[config.mk]
export PLATFORM = sky130hd
export DESIGN_NAME = sa_rd_stream_buf
export DESIGN_NICKNAME = d
export VERILOG_FILES = /design/src/rtl/sa_stream_pkg.sv /design/src/rtl/sa_sync_fifo.sv /design/src/rtl/sa_rd_stream_buf.sv
export SDC_FILE = /design/constraint.sdc
export NUM_CORES = 1
export LEC_CHECK = 0
export BUFFER_PORTS_ARGS = -buffer_cell sky130_fd_sc_hd__buf_2
export CAP_MARGIN = 20
export CORE_MARGIN = 4
export CORE_UTILIZATION = 38
export DETAILED_ROUTE_END_ITERATION = 8
export GPL_ROUTABILITY_DRIVEN = 1
export PLACE_DENSITY = 0.58
export SETUP_SLACK_MARGIN = 0.2
export SKIP_LAST_GASP = 1
export SLEW_MARGIN = 20
export SYNTH_ARGS = -nofsm -noshare
export SYNTH_HDL_FRONTEND = slang
export SYNTH_SLANG_ARGS = --single-unit
export TNS_END_PERCENT = 1
[constraint.sdc]
create_clock -name clk -period 10.58 [get_ports clk]
set_input_delay 1.058 -clock clk [delete_from_list [all_inputs] [get_ports clk]]
set_output_delay 1.058 -clock clk [all_outputs]
set_load 0.02 [all_outputs]
[src/rtl/sa_stream_pkg.sv]
// Shared types and defaults for the read-stream path between the read DMA,
// the elastic buffer and the systolic array engine.
package sa_stream_pkg;

    localparam int DEF_DATA_WIDTH = 32;
    localparam int DEF_CNT_W      = 8;

    typedef enum logic [2:0] {
        IDLE  = 3'd0,
        FILL  = 3'd1,
        DRAIN = 3'd2,
        FLUSH = 3'd3,
        DONE  = 3'd4
    } rdbuf_state_t;

endpackage

[src/rtl/sa_sync_fifo.sv]
// Generic first-word-fall-through FIFO. The head word is always visible on
// dout; a push in cycle N is visible the following cycle. flush empties the
// FIFO by resetting pointers and level. A push while full is only honoured
// when a pop happens in the same cycle.
module sa_sync_fifo #(
    parameter int DATA_WIDTH = 32,
    parameter int DEPTH      = 16
) (
    input  logic                    clk,
    input  logic                    rst,
    input  logic                    flush,
    input  logic                    push,
    input  logic                    pop,
    input  logic [DATA_WIDTH-1:0]   din,
    output logic [DATA_WIDTH-1:0]   dout,
    output logic                    empty,
    output logic                    full,
    output logic [$clog2(DEPTH):0]  level
);

    localparam int AW = $clog2(DEPTH);
    localparam int LW = AW + 1;

    logic [DATA_WIDTH-1:0] mem [DEPTH];
    logic [AW-1:0]         wr_ptr;
    logic [AW-1:0]         rd_ptr;
    logic [LW-1:0]         cnt;
    logic                  do_push;
    logic                  do_pop;

    assign empty   = (cnt == '0);
    assign full    = (cnt == LW'(DEPTH));
    assign do_pop  = pop && !empty;
    assign do_push = push && (!full || do_pop);
    assign dout    = mem[rd_ptr];
    assign level   = cnt;

    // Storage array: written on every accepted push, never reset.
    always_ff @(posedge clk) begin
        if (do_push) begin
            mem[wr_ptr] <= din;
        end
    end

    // Pointers and occupancy; pointers wrap naturally at DEPTH.
    always_ff @(posedge clk) begin
        if (rst || flush) begin
            wr_ptr <= '0;
            rd_ptr <= '0;
            cnt    <= '0;
        end else begin
            if (do_push) begin
                wr_ptr <= wr_ptr + AW'(1);
            end
            if (do_pop) begin
                rd_ptr <= rd_ptr + AW'(1);
            end
            case ({do_push, do_pop})
                2'b10:   cnt <= cnt + LW'(1);
                2'b01:   cnt <= cnt - LW'(1);
                default: cnt <= cnt;
            endcase
        end
    end

endmodule

[src/rtl/sa_rd_stream_buf.sv]
// Elastic buffer between the read DMA (data/valid, no backpressure) and the
// systolic array engine (ready/valid). Counts one transfer, flags its last
// beat, reports overflow and pulses done once the engine has taken it all.
//
// Engine handshake: a beat transfers on any rising clk edge where o_tvalid
// and i_tready are both high; while o_tvalid is high and i_tready is low,
// o_tdata and o_tlast hold steady. o_tvalid does not depend on i_tready.
module sa_rd_stream_buf
    import sa_stream_pkg::*;
#(
    parameter int DATA_WIDTH = DEF_DATA_WIDTH,
    parameter int DEPTH      = 16,
    parameter int CNT_W      = DEF_CNT_W,
    parameter int AF_MARGIN  = 4
) (
    input  logic                    clk,
    input  logic                    rst,
    input  logic                    i_start,
    input  logic [CNT_W-1:0]        i_num_trans,
    input  logic [DATA_WIDTH-1:0]   i_data,
    input  logic                    i_data_vld,
    output logic [DATA_WIDTH-1:0]   o_tdata,
    output logic                    o_tvalid,
    input  logic                    i_tready,
    output logic                    o_tlast,
    output logic [$clog2(DEPTH):0]  o_level,
    output logic                    o_almost_full,
    output logic                    o_busy,
    output logic                    o_done,
    output logic                    o_overflow
);

    localparam int LW = $clog2(DEPTH) + 1;
    localparam logic [CNT_W-1:0] CNT_ONE = CNT_W'(1);

    rdbuf_state_t      state;
    logic [CNT_W-1:0]  num_trans;
    logic [CNT_W-1:0]  in_cnt;
    logic [CNT_W-1:0]  out_cnt;
    logic              overflow;
    logic              fifo_empty;
    logic              fifo_full;
    logic [LW-1:0]     level;
    logic              stream_on;
    logic              push;
    logic              pop;
    logic              flush;
    logic              last_out;
    logic              last_in;

    // The stream is only presented while the transfer is live; after an
    // overflow the contents are discarded rather than delivered with a hole.
    assign stream_on = (state == FILL) || (state == DRAIN);
    assign o_tvalid  = stream_on && !fifo_empty;
    assign pop       = o_tvalid && i_tready;
    assign push      = (state == FILL) && i_data_vld && (!fifo_full || pop);
    assign flush     = (state == FLUSH);
    assign last_out  = (out_cnt == num_trans - CNT_ONE);
    assign last_in   = (in_cnt + CNT_ONE == num_trans);

    assign o_tlast       = o_tvalid && last_out;
    assign o_level       = level;
    assign o_almost_full = (level >= LW'(DEPTH - AF_MARGIN));
    assign o_busy        = (state != IDLE);
    assign o_done        = (state == DONE);
    assign o_overflow    = overflow;

    sa_sync_fifo #(
        .DATA_WIDTH (DATA_WIDTH),
        .DEPTH      (DEPTH)
    ) u_fifo (
        .clk   (clk),
        .rst   (rst),
        .flush (flush),
        .push  (push),
        .pop   (pop),
        .din   (i_data),
        .dout  (o_tdata),
        .empty (fifo_empty),
        .full  (fifo_full),
        .level (level)
    );

    // Transfer FSM with word counters and the sticky overflow flag.
    always_ff @(posedge clk) begin
        if (rst) begin
            state     <= IDLE;
            num_trans <= '0;
            in_cnt    <= '0;
            out_cnt   <= '0;
            overflow  <= 1'b0;
        end else begin
            if (pop) begin
                out_cnt <= out_cnt + CNT_ONE;
            end
            case (state)
                IDLE: begin
                    if (i_start) begin
                        num_trans <= i_num_trans;
                        in_cnt    <= '0;
                        out_cnt   <= '0;
                        overflow  <= 1'b0;
                        state     <= (i_num_trans == '0) ? DONE : FILL;
                    end
                end
                FILL: begin
                    if (i_data_vld) begin
                        in_cnt <= in_cnt + CNT_ONE;
                        if (!push) begin
                            overflow <= 1'b1;
                            state    <= FLUSH;
                        end else if (last_in) begin
                            state <= DRAIN;
                        end
                    end
                end
                DRAIN: begin
                    if (pop && last_out) begin
                        state <= DONE;
                    end
                end
                FLUSH: begin
                    // Swallow the rest of the burst so the DMA can finish.
                    if (in_cnt == num_trans) begin
                        state <= DONE;
                    end else if (i_data_vld) begin
                        in_cnt <= in_cnt + CNT_ONE;
                        if (last_in) begin
                            state <= DONE;
                        end
                    end
                end
                DONE: begin
                    state <= IDLE;
                end
                default: begin
                    state <= IDLE;
                end
            endcase
        end
    end

endmodule

* After elaboration in Yosys (flattened, before gate mapping)
Memories as Yosys holds them, arrays and structs flattened. A register that Yosys moved wholly into a read port is not among the register bits.
Index checks and enable logic that the tools add are counted.
** Cells by class
- Div/mod/pow operators :: 0
- Multipliers :: 0
- $lt $le $gt $ge :: 1
- Bitwise operators :: 0
- Equality and inequality tests :: 18
- Shift operators :: 0
- Mux-type cells :: 26
- Add/sub/neg operators :: 7
- Reduce and logical (&&, ||, !) cells :: 25
** Operators with widths (number)
- $mux 8 :: 6
- $mux 3 :: 9
- $eq 8x8->1 :: 3
- $pmux 8 s3 :: 1
- $add 8x1->8 const B :: 2
- $pmux 3 s4 :: 1
- $pmux 5 s2 :: 1
- $ne 3x3->1 const B :: 3
- $add 4x1->4 const B :: 2
- $logic_and 1x1->1 :: 8
- $logic_not 8->1 :: 1
- $mux 4 :: 2
- $ne 2x2->1 const B :: 4
- $sub 8x1->8 const B :: 1
- $eq 3x2->1 const B :: 2
- $reduce_and 6->1 :: 1
- $reduce_bool 3->1 :: 2
- $add 5x1->5 const B :: 1
- $eq 5x5->1 const B :: 1
- $ge 5x4->1 const B :: 1
- $logic_not 5->1 :: 1
- $mux 1 :: 5
- $sub 5x1->5 const B :: 1
- $logic_or 1x1->1 :: 4
- other kinds (12) :: 14
** Storage, ports and cells
- Logic and storage cells :: 86
- ROM bits :: 0
- Memories kept :: 1
- Register bits after elaboration :: 41
- Bits in writable memories :: 512
- Bits in latches :: 0
** Memory list
- u_fifo.mem :: words 16, width 32, read ports 1, clocked after Yosys merged registers in 1, write ports 1, line sa_sync_fifo.sv:24 : logic [DATA_WIDTH-1:0] mem [DEPTH];

* Depth between registers and ports, before layout
- Word-level depth :: 9
- Depth in mapped cells :: 15
- Gate-level depth less buffers :: 13

* By module
A second synthesis with hierarchy kept.
** Second synthesis, totals
- Cell total of the unflattened synthesis :: 1160
- Area, all modules :: 22069.9 µm²
** Modules (own cells, without submodules)
- sa_sync_fifo :: instances 1, cells each 917, seq. area each 15715.1 µm², area an instance 20166.8 µm²
- sa_rd_stream_buf :: instances 1, cells each 243, seq. area each 560.5 µm², area an instance 1903.1 µm²

* Worst setup path before layout
OpenSTA, ideal clock, no wires.
- Path type :: input to register
- From :: input port i_tready
- To :: register u_fifo.cnt[4], in the netlist u_fifo.level[4]
- Path slack :: 7078 ps
- Data arrival time :: 3432 ps
- Required time :: 10510 ps
- Stages :: 13
- Path through :: o311a_1 buf_2 inv_1 ha_1 clkbuf_1 xor2_1 ha_1 o21a_1 o22a_1 a21oi_1 xor2_1 or3_1 a21oi_1
** Between the ends
- Word-level cells in the longest chain between the ends :: 6
- Elaborated cells on any way between the ends :: 10
- Those cells by class :: eq/ne: 2; mux: 1; reduce/logical: 7
** RTL lines
- from (decl) :: line sa_rd_stream_buf.sv:24 : input logic i_tready,
- $logic_and 1x1->1 * :: line sa_rd_stream_buf.sv:55 : assign pop = o_tvalid && i_tready;
- $logic_or 1x1->1 / $logic_and 1x1->1 (equally long branches) :: line sa_rd_stream_buf.sv:56, sa_sync_fifo.sv:33
- $logic_and 1x1->1 / $logic_or 1x1->1 (equally long branches) :: line sa_rd_stream_buf.sv:56, sa_sync_fifo.sv:34
- $logic_and 1x1->1 :: line sa_sync_fifo.sv:34 : assign do_push = push && (!full || do_pop);
- $eq 2x1->1 / $eq 2x2->1 (equally long branches) :: line sa_sync_fifo.sv:58 : case ({do_push, do_pop})
- $pmux 5 s2 / $reduce_bool 2->1 (equally long branches)
- to (signal assigned) :: line sa_sync_fifo.sv:59 : 2'b10: cnt <= cnt + LW'(1);
- to (signal assigned) :: line sa_sync_fifo.sv:60 : 2'b01: cnt <= cnt - LW'(1);
- to (signal assigned) :: line sa_sync_fifo.sv:61 : default: cnt <= cnt;
- to (decl) :: line sa_sync_fifo.sv:27 : logic [LW-1:0] cnt;
Every way passes the cells marked *; elsewhere a longest branch is shown, timed or not.
A chain may end at the register's enable or synchronous reset.

==> summary by stage <==
Run status
The run finished with clean final reports.

Pwr
The combinational share of power is 9.9%. Power spread over the standard cell area amounts to 195 nW/µm². The switching power of the nets is 1.15 mW. The switching share of total power is 23.4%.

The largest vdd supply drop is 0.140 mV. In this run, the clock network consumes 39.2% of the power. The static power due to leakage is 7.89 nW. The cell internal power dissipation is 3.75 mW. The relative contribution of sequential cells to total power is 50.9%.

Clock network
The hold buffer count at CTS is 0. The total number of clock tree sinks is 557. The clock reaches the later pin of the worst-skew pair after 0.63 ns.

The cell sitting at the root of the clock tree is a sky130_fd_sc_hd__clkbuf_16. Once the clock tree was built, the setup fixing pass inserted 0 buffers. No sink is reached through more buffers than the 3 on the longest clock path.

The TritonCTS clock tree is built. The quantity of gates resized following cts is 0. The clock edge transition at the registers on the reported setup and hold paths is 0.06 ns. The number of clock buffers inserted by TritonCTS is 57. The maximum level of the CTS H-tree is 2.

STA
The slew at the pin with the worst max-slew slack is 0.849 ns. The relative slew slack is 43.4%. Setup repair after global routing left no endpoint under its margin. The number of endpoints with negative hold slack in the final report came to 0. The count of final max-slew check failures is 0. The share of the clock period used by the worst path after layout is 42.3%. Timing would allow up to 223 MHz. The total negative slack is 0 ns. Setup violations remaining at the end of the flow were counted as 0. For the finished layout, the period the worst path requires is 4.48 ns.

The clock arrives with 0.0479 ns of skew.

Placement
After detailed placement, the design holds a cell count of 1855. The HPWL after detailed placement is 25.1 mm. The number of buffer cells added on primary ports is 87. The congestion estimate from routability-driven global placement came to 0.732.

Synth
The cell count after synthesis is 1049. In the synthesized netlist the async set-or-reset flop fraction comes to 0%. Counting every net in the synthesized netlist gives 1106.

The share of the Yosys chip area taken by registers is 74.2%. The share of the synthesized area in the top cell type is 70.1%. Sorting the synthesized cells by area gives the leading types as sky130_fd_sc_hd__edfxtp_1 70%, sky130_fd_sc_hd__mux4_2 16%, sky130_fd_sc_hd__dfxtp_1 4.1%. sky130_fd_sc_hd__edfxtp_1 is the most common cell in the netlist. The biggest area consumer among synthesized cells is sky130_fd_sc_hd__edfxtp_1.

After synthesis the cells add up to 21900 µm². Synthesis inferred 557 register bits. The Yosys step of the flow raised 0 warnings. The count of different cell masters after synthesis is 59. By count the netlist is led by 512 x sky130_fd_sc_hd__edfxtp_1, 160 x sky130_fd_sc_hd__mux4_2, 45 x sky130_fd_sc_hd__dfxtp_1, 40 x sky130_fd_sc_hd__nor2_1. The number of flops mapped to enable cells by yosys is 512.

The post-synthesis area per instance is 20.9 µm². In the synthesized netlist the dominant register cell turns out to be sky130_fd_sc_hd__edfxtp_1.

Cells and area
The final standard cell count with taps included and fillers excluded is 1965. The sequential cell area is 16300 µm². The net count of the finished layout is 1216.

The fill cell total of the finished layout is 4853. The ratio of cells with drive above 1 in the final layout is 31.8%. Relative to the synthesized area, the layout overhead comes to 14.5%. The area taken by multi-input logic gates is 5410 µm².

Detailed routing
The detailed router finished its first iteration with 719 violations. Dividing the detail-routed wire length by the instance count gives 24.4 µm. In the routed design, unresolved DRC markers number 0.

The final antenna-violating net count is 0. Wires add up to 47.9 mm. The detailed-router iteration count before antenna repair is 5.

The via density per instance is 5.34. The final route contains 10501 vias.

Setup path
The maximum net fanout on the critical path is 75. The family with the most delay on the worst path is multiplexers. STA puts the critical path data required time at 9.52 ns.

The arrival time of data at the critical path endpoint is 3.42 ns. The critical path goes through buf_6 > mux4_2 > mux4_2 > buf_2. The maximum single-stage delay on the critical path is 0.90 ns. The cell that appears most often on the critical path is sky130_fd_sc_hd__mux4_2.

On the critical path, the stage with the largest delay is an instance of sky130_fd_sc_hd__dfxtp_4. STA classifies the critical path startpoint as a register. The number of buffers and inverters on the critical path is 2. STA classifies the critical path endpoint as a primary output. The critical path in this run is classified as register to primary output.

Worst hold path
The kind of path behind the tightest hold check is register to register.

Global route
The overall routing resource usage is 15.7%. For this run the aggregate overflow at the end of global routing stands at 0. The first global-routing pass estimated 71.2 mm of wire. The largest net degree at the start of global routing is 119. The number of global-route vias before repair is 10967.

The number of antenna violations at the first check in global routing is 3.

Die
The die is 248 µm wide. The I/O pin count is 88. The core area is 56700 µm². The die outline area is 61600 µm². The initial cell density of the core is 38.7%. The die is 248 µm tall.

Row generation in the floorplan step produced 87 rows.

Job
The number of max-capacitance violations reported is 0.
==> worst register-to-register path: cells and delay by family, from the launching register on <==
kind                       cells  cell delay, ns
xor gates and xnor gates       2            0.21
AOI/OAI and AO/OA              5            1.11
DFF                            1            0.39
and+or+nand+nor                2            0.88
buffers and inverters          1            0.26
adders and majority gates      2            0.65
==> metal layers <==
metal	global-route usage (%)	share of wire [%]
met1	22.1	44
met2	25.9	50
met3	3.11	4.8
met4	3.32	1.6
met5	0	0.015
==> path summary, 6_finish.rpt <==
kind,start,end,slack [ns],depth (start not counted)
worst max-delay path,register,o_tdata[11],6.10,4
worst max register to register,u_fifo.level[1],u_fifo.level[4],7.00,12
worst min register to register,o_overflow,o_overflow,0.49,2
worst min-delay path,o_overflow,o_overflow,0.49,2
==> power groups by stage <==
stage,Clock [mW],Sequential [mW],Combinational (mW)
6_report,1.92,2.49,0.485
2_1_floorplan,0,2.51,0.360
4_1_cts,1.97,2.49,0.494
3_3_place_gp,0,2.53,0.486
5_1_grt,2.07,2.50,0.533
3_5_place_dp,0,2.54,0.492
==> final cells by class <==
class,instances,share of cell area (%)
sequential,557,64.8
multi-input combinational,425,21.5
clock buffer,68,5.93
tap,756,3.77
timing repair buffer,108,2.51
clock inverter,39,1.28
inverter,10,0.149
antenna,2,0.0199
==> stage by stage <==
stage          worst slack [ns]  power, mW  utilization, %  cell area [µm²]  hold WS, ns
5_1_grt                    5.94       5.09            44.3            25100        0.528
4_1_cts                    5.73       4.95            44.2            25100        0.501
6_report                   6.10       4.89            44.3            25100        0.489
3_5_place_dp               6.38       3.03            41.0            23300        0.486
2_1_floorplan              7.08       2.87               -            21900        0.472
3_3_place_gp               6.37       3.02            41.0            23300        0.481
==> logic make-up after synthesis <==
logic type                 synth area share [%]
AOI/OAI and AO/OA                          1.73
and+or+nand+nor                            3.49
adders and majority gates                 0.685
DFF                                        74.2
xor gates and xnor gates                   1.88
muxes                                      16.8
buffers and inverters                      1.23
==> flip-flops by register name, summed over array words and instances, names as in the netlist, named ones only <==
register / cells
out_cnt: 8
state: 3
u_fifo.rd_ptr: 4
u_fifo.mem: 512
o_overflow: 1
u_fifo.level: 5
in_cnt: 8
num_trans: 8
u_fifo.wr_ptr: 4
==> placed cells by master, fill, tap and decap left out, types with 6 or more instances in the layout <==
cell type / n
sky130_fd_sc_hd__a21oi_1: 15
sky130_fd_sc_hd__and2_2: 16
sky130_fd_sc_hd__buf_2: 87
sky130_fd_sc_hd__buf_4: 18
sky130_fd_sc_hd__clkbuf_1: 10
sky130_fd_sc_hd__clkbuf_16: 58
sky130_fd_sc_hd__clkinv_1: 11
sky130_fd_sc_hd__clkinv_2: 15
sky130_fd_sc_hd__dfxtp_1: 41
sky130_fd_sc_hd__edfxtp_1: 512
sky130_fd_sc_hd__ha_1: 12
sky130_fd_sc_hd__inv_1: 10
sky130_fd_sc_hd__mux2i_1: 6
sky130_fd_sc_hd__mux4_2: 160
sky130_fd_sc_hd__nand2_1: 34
sky130_fd_sc_hd__nand2b_1: 7
sky130_fd_sc_hd__nand4_1: 11
sky130_fd_sc_hd__nor2_1: 40
sky130_fd_sc_hd__nor3_1: 12
sky130_fd_sc_hd__xnor2_1: 17
sky130_fd_sc_hd__xor2_1: 30
Note: power is estimated with default switching activity, not from simulation.
